$ cat config.mk
export PLATFORM = sky130hd
export DESIGN_NAME = egreedy_action_selector
export DESIGN_NICKNAME = d
export VERILOG_FILES = /design/src/rtl/egreedy_action_selector_pkg.sv /design/src/rtl/lfsr16.sv /design/src/rtl/egreedy_action_selector.sv
export SDC_FILE = /design/constraint.sdc
export NUM_CORES = 1
export LEC_CHECK = 0
export ABC_AREA = 1
export CAP_MARGIN = 0
export CORE_MARGIN = 10
export CORE_UTILIZATION = 60
export DETAILED_ROUTE_END_ITERATION = 10
export DONT_BUFFER_PORTS = 1
export PLACE_DENSITY = 0.76
export RECOVER_POWER = 100
export SYNTH_ARGS = -nofsm -noshare
export SYNTH_HDL_FRONTEND = slang
export SYNTH_SLANG_ARGS = --single-unit
$ cat constraint.sdc
create_clock -name clk -period 9.1 [get_ports clk]
set_clock_uncertainty 0.1 [all_clocks]
set_input_delay 0.455 -clock clk [delete_from_list [all_inputs] [get_ports clk]]
set_output_delay 0.455 -clock clk [all_outputs]
set_load 0.02 [all_outputs]
$ cat src/rtl/egreedy_action_selector_pkg.sv
// Shared types and constants for the epsilon-greedy action selector.
package egreedy_action_selector_pkg;

  typedef enum logic [1:0] {
    S_IDLE   = 2'd0,
    S_READ   = 2'd1,
    S_DECIDE = 2'd2,
    S_HOLD   = 2'd3
  } fsm_e;

  localparam int unsigned ACT_W = 2;

  // Fibonacci taps 16,14,13,11 expressed as bit positions 15,13,12,10
  localparam logic [15:0] LFSR_TAPS = 16'hB400;

endpackage

$ cat src/rtl/lfsr16.sv
// 16-bit Fibonacci LFSR, shifting every cycle outside reset.
module lfsr16
  import egreedy_action_selector_pkg::*;
(
  input  logic        clk,
  input  logic        rst_n,
  input  logic [15:0] seed,
  output logic [15:0] out
);

  logic [15:0] lfsr_q;

  always_ff @(posedge clk or negedge rst_n) begin
    if (!rst_n) begin
      lfsr_q <= seed;
    end else begin
      lfsr_q <= {lfsr_q[14:0], ^(lfsr_q & LFSR_TAPS)};
    end
  end

  assign out = lfsr_q;

endmodule

$ cat src/rtl/egreedy_action_selector.sv
// Epsilon-greedy policy stage: reads four Q values for a state and emits a greedy or random action.
module egreedy_action_selector
  import egreedy_action_selector_pkg::*;
#(
  parameter int unsigned DATA_W    = 32,
  parameter int unsigned ADDR_W    = 8,
  parameter logic [15:0] LFSR_SEED = 16'hACE1,
  parameter logic [7:0]  EPS_INIT  = 8'd200,
  parameter logic [7:0]  EPS_MIN   = 8'd8,
  parameter logic [7:0]  EPS_STEP  = 8'd4
) (
  input  logic              clk,
  input  logic              rst_n,
  input  logic              st_valid,
  output logic              st_ready,
  input  logic [ADDR_W-1:0] state,
  output logic [ADDR_W-1:0] rd_addr,
  input  logic [DATA_W-1:0] q0,
  input  logic [DATA_W-1:0] q1,
  input  logic [DATA_W-1:0] q2,
  input  logic [DATA_W-1:0] q3,
  output logic              act_valid,
  input  logic              act_ready,
  output logic [ACT_W-1:0]  action,
  output logic [ADDR_W-1:0] act_state,
  output logic              explore,
  input  logic              decay,
  output logic [7:0]        epsilon
);

  // An all-zero seed would lock the LFSR up
  localparam logic [15:0] SEED = (LFSR_SEED == 16'h0000) ? 16'h0001 : LFSR_SEED;
  localparam logic [8:0]  EPS_THRESH = {1'b0, EPS_MIN} + {1'b0, EPS_STEP};

  fsm_e fsm_q, fsm_d;
  logic              init_q;
  logic [ADDR_W-1:0] addr_q;
  logic [DATA_W-1:0] q0_q, q1_q, q2_q, q3_q;
  logic              act_valid_q;
  logic [ACT_W-1:0]  action_q;
  logic              explore_q;
  logic [7:0]        eps_q;
  logic [15:0]       lfsr;
  logic              unused_lfsr;
  logic              accept;
  logic              rnd_pick;
  logic [ACT_W-1:0]  greedy_idx, i01, i23;
  logic [DATA_W-1:0] m01, m23;

  lfsr16 u_lfsr (
    .clk   (clk),
    .rst_n (rst_n),
    .seed  (SEED),
    .out   (lfsr)
  );

  assign unused_lfsr = ^lfsr[15:10];

  assign st_ready = (fsm_q == S_IDLE) && init_q;
  assign accept   = st_valid && st_ready;

  always_ff @(posedge clk or negedge rst_n) begin
    if (!rst_n) begin
      fsm_q <= S_IDLE;
    end else begin
      fsm_q <= fsm_d;
    end
  end

  always_comb begin
    fsm_d = fsm_q;
    case (fsm_q)
      S_IDLE:   if (accept) fsm_d = S_READ;
      S_READ:   fsm_d = S_DECIDE;
      S_DECIDE: fsm_d = S_HOLD;
      S_HOLD:   if (act_ready) fsm_d = S_IDLE;
      default:  fsm_d = S_IDLE;
    endcase
  end

  // Index-carrying max tree; ties take the higher index
  always_comb begin
    m01 = q0_q;
    i01 = 2'd0;
    if (q1_q >= q0_q) begin
      m01 = q1_q;
      i01 = 2'd1;
    end
    m23 = q2_q;
    i23 = 2'd2;
    if (q3_q >= q2_q) begin
      m23 = q3_q;
      i23 = 2'd3;
    end
    greedy_idx = (m23 >= m01) ? i23 : i01;
  end

  assign rnd_pick = (lfsr[7:0] < eps_q);

  always_ff @(posedge clk or negedge rst_n) begin
    if (!rst_n) begin
      init_q      <= 1'b0;
      addr_q      <= '0;
      q0_q        <= '0;
      q1_q        <= '0;
      q2_q        <= '0;
      q3_q        <= '0;
      act_valid_q <= 1'b0;
      action_q    <= '0;
      explore_q   <= 1'b0;
      eps_q       <= EPS_INIT;
    end else begin
      init_q <= 1'b1;
      if (accept) addr_q <= state;
      if (fsm_q == S_READ) begin
        q0_q <= q0;
        q1_q <= q1;
        q2_q <= q2;
        q3_q <= q3;
      end
      if (fsm_q == S_DECIDE) begin
        action_q    <= rnd_pick ? lfsr[9:8] : greedy_idx;
        explore_q   <= rnd_pick;
        act_valid_q <= 1'b1;
      end else if (fsm_q == S_HOLD && act_ready) begin
        act_valid_q <= 1'b0;
      end
      // DECIDE above reads eps_q, so a coincident pulse only affects later decisions
      if (decay) begin
        eps_q <= ({1'b0, eps_q} >= EPS_THRESH) ? (eps_q - EPS_STEP) : EPS_MIN;
      end
    end
  end

  assign rd_addr   = addr_q;
  assign act_state = addr_q;
  assign act_valid = act_valid_q;
  assign action    = action_q;
  assign explore   = explore_q;
  assign epsilon   = eps_q;

endmodule
==> flow_summary.ini <==
[sta]
tightest_slew_ns = 4.05
hold-worst-slack_ns = 0.0379
min_period_ns = 5.64
fin_tns_setup_ns = 0
fin_crit_sh = 0.620
final-setup-viol-count = 0
slew_headroom = -1.70
rsz0062_at_grt = no
fmax_ghz = 0.177
slew_violations = 388
timing_hold_violations_final = 0

[synth]
yosysUniqueCellTypes = 27
ys_seq_elements = 165
ys_warn_count = 0
ys_seq_area_frac = 0.436
syn-cell-area_um2 = 9500
postSynthCellCount = 1099
syn_avg_cell_area_um2 = 8.64

[run]
max_cap_viol_count = 4

[min_path]
min_path_type = in2reg

[run_status]
violations = capacitance limit, slew limit
status = complete, but fails checks

[clock_network]
postCtsSetupRepairBufs = 0
numClockSinks = 165
cts_buffers = 17
cts-hold-fix-buffers = 3
cts_resized = 0
clk-insertion-delay-late_ns = 0.44
cts_tree = yes
cts_root_buffer = clkbuf_16
clk_pin_slew_worst_paths_ns = 0.07
clockBufferDepth = 2
h-tree-depth = 4

[detailed_routing]
drt-initial-drc-count = 381
drtAntennaViolNets = 0
wl_per_cell_um = 16.4
via_per_inst = 5.29
dr.pass1.iters = 5
drt-total-wl_um = 21400
dr_total_vias = 6894
drc = 0

[floorplanning]
pin_count = 170
row_count = 45
coreArea_um2 = 15400
initial_core_util = 0.618
die-width_um = 146
fp.dieArea_um2 = 21300
die_h_um = 146

[global_route]
overflow = 0
grt_pass1_wl_um = 34900
grt_util_all_layers = 0.203
grt_pass1_vias = 6994
grt_antenna_before_repair = 3
grt_max_degree = 166

[cells_and_area]
drive_above_1_share = 0.0899
multiInputGateArea_um2 = 4500
layout.nets = 1327
area.sequential_um2 = 4140
syn_to_final_growth_pct = 6.10
num-fill-cells = 1279

[worst_setup_path]
path_max_fanout = 43
required_ns = 9.33
worstPathArrival_ns = 5.87
cp-end-kind = register
crit_type = reg2reg
crit_path_start_kind = register

[placed_design]
gp_congestion = 0.853
dp_hpwl_um = 16100
numPortBuffers = 0
path summary, 6_finish.rpt:
path / from / to / slack, ns / cells after the start
min in group asynchronous: rst_n / q3_q[11]$_DFFE_PN0N_ / 1.79 / 2
max reg2reg: q2_q[11]$_DFFE_PN0N_ / action[0]$_DFFE_PN0P_ / 3.46 / 21
min: q2[25] / q2_q[25]$_DFFE_PN0N_ / 0.04 / 2
max in group asynchronous: rst_n / q1_q[5]$_DFFE_PN0N_ / 4.70 / 2
max: q2_q[11]$_DFFE_PN0N_ / action[0]$_DFFE_PN0P_ / 3.46 / 21
min reg2reg: u_lfsr.out[1]$_DFF_PN0_ / u_lfsr.out[2]$_DFF_PN0_ / 0.25 / 0
area by class of cell:
class / instances / area share
well taps: 211 / 0.0262
inverters: 146 / 0.0544
diodes: 2 / 0.000497
multi-input cells: 740 / 0.447
repair buffers: 7 / 0.00472
flip-flops and latches: 165 / 0.411
clock buffers: 20 / 0.0443
clock inverters: 12 / 0.0122
sequential cells by signal (all words and copies together) (netlist names):
signal	flops
q0_q	32
epsilon	6
action	2
act_state	8
act_valid	1
q3_q	32
fsm_q	2
q1_q	32
init_q	1
q2_q	32
explore	1
u_lfsr.out	16
metrics by stage:
step | cells | worst slack (ns) | area (um^2) | utilization
after floorplan | 1100 | 6.24 | 9500 | -
after global placement | 1266 | 5.10 | 9510 | 0.619
after detailed placement | 1266 | 5.04 | 9510 | 0.619
after CTS | 1301 | 5.02 | 10100 | 0.659
after global routing | 1302 | 2.61 | 10100 | 0.656
final | 1303 | 3.46 | 10100 | 0.656
placed cells by master (no fill, tap or decap):
| cell | synthesis | layout |
|---|---|---|
| nand2_1 | 292 | 292 |
| dfrtp_1 | 154 | 154 |
| o21ai_0 | 149 | 149 |
| inv_1 | 146 | 146 |
| ha_1 | 109 | 109 |
| a21oi_1 | 43 | 44 |
| mux2_2 | 40 | 40 |
| nor2_1 | 34 | 34 |
| o21ai_2 | 20 | 20 |
| clkbuf_16 | 0 | 17 |
| nand3_1 | 10 | 10 |
| nand4_1 | 8 | 8 |
| o21ai_1 | 7 | 7 |
| dfstp_1 | 0 | 7 |
| nor3_1 | 6 | 6 |
| o21a_1 | 6 | 6 |
| clkinvlp_4 | 0 | 5 |
| clkbuf_1 | 16 | 4 |
| inv_6 | 0 | 4 |
| dfstp_2 | 11 | 4 |
| a21o_1 | 3 | 3 |
| xor2_1 | 3 | 3 |
| conb_1 | 2 | 3 |
| diode_2 | 0 | 2 |
| xnor2_1 | 2 | 2 |
| dlygate4sd3_1 | 0 | 2 |
| buf_4 | 13 | 2 |
| and2_1 | 1 | 1 |
| a21oi_4 | 0 | 1 |
| o22ai_1 | 1 | 1 |
| a22oi_1 | 1 | 1 |
| bufinv_16 | 0 | 1 |
| clkinv_4 | 0 | 1 |
| clkbuf_8 | 0 | 1 |
| inv_8 | 0 | 1 |
| clkbuf_2 | 0 | 1 |
worst max-delay path, stage by stage, from the launching register on:
cell     delay [ns]
dfrtp_1        0.35
inv_1          0.05
ha_1           0.31
a21oi_1        0.19
nand2_1        0.09
nand2_1        0.06
nand2_1        0.06
nor2_1         0.09
nand2_1        0.08
a21oi_1        2.17
o21ai_0        0.59
ha_1           0.49
a21oi_1        0.19
nand2_1        0.08
nand2_1        0.06
nand2_1        0.04
nor2_1         0.08
nand2_1        0.10
a21oi_1        0.14
nand2_1        0.07
nand3_1        0.09
nand2_1        0.05
kinds of logic (layout without fill, tap and decap cells):
| family | Yosys count | in the layout | share of synthesized area |
|---|---|---|---|
| adders and majority gates | 109 | 109 | 0.144 |
| other | 2 | 5 | 0.000790 |
| and+or+nand+nor | 351 | 351 | 0.143 |
| AOI/OAI and AO/OA | 232 | 232 | 0.134 |
| DFF | 165 | 165 | 0.436 |
| xor gates and xnor gates | 5 | 5 | 0.00461 |
| buffers and inverters | 195 | 185 | 0.0907 |
| muxes | 40 | 40 | 0.0474 |
layer usage:
metal,wire (um),vias up,global-route usage
met4,461,0,0.0774
met5,0,-,0
met1,9940,3185,0.265
met3,1520,37,0.0674
li1,-,3511,-
met2,9480,161,0.306
Yosys cell counts:
master | n | area, um^2
nand2_1 | 292 | 1100
dfrtp_1 | 154 | 3850
o21ai_0 | 149 | 746
inv_1 | 146 | 548
ha_1 | 109 | 1360
a21oi_1 | 43 | 215
mux2_2 | 40 | 450
nor2_1 | 34 | 128
o21ai_2 | 20 | 175
clkbuf_1 | 16 | 60.1
buf_4 | 13 | 97.6
buf_2 | 11 | 55.1
dfstp_2 | 11 | 289
nand3_1 | 10 | 50.1
buf_6 | 9 | 101
nand4_1 | 8 | 50.1
o21ai_1 | 7 | 35.0
nor3_1 | 6 | 30.0
o21a_1 | 6 | 45.0
a21o_1 | 3 | 22.5
xor2_1 | 3 | 26.3
a21oi_2 | 2 | 17.5
conb_1 | 2 | 7.51
xnor2_1 | 2 | 17.5
a22oi_1 | 1 | 7.51
and2_1 | 1 | 6.26
o22ai_1 | 1 | 6.26
Power is left out: the tool's default activity adds up to more than one toggle a clock period on the data nets, which glitch-free logic cannot reach.
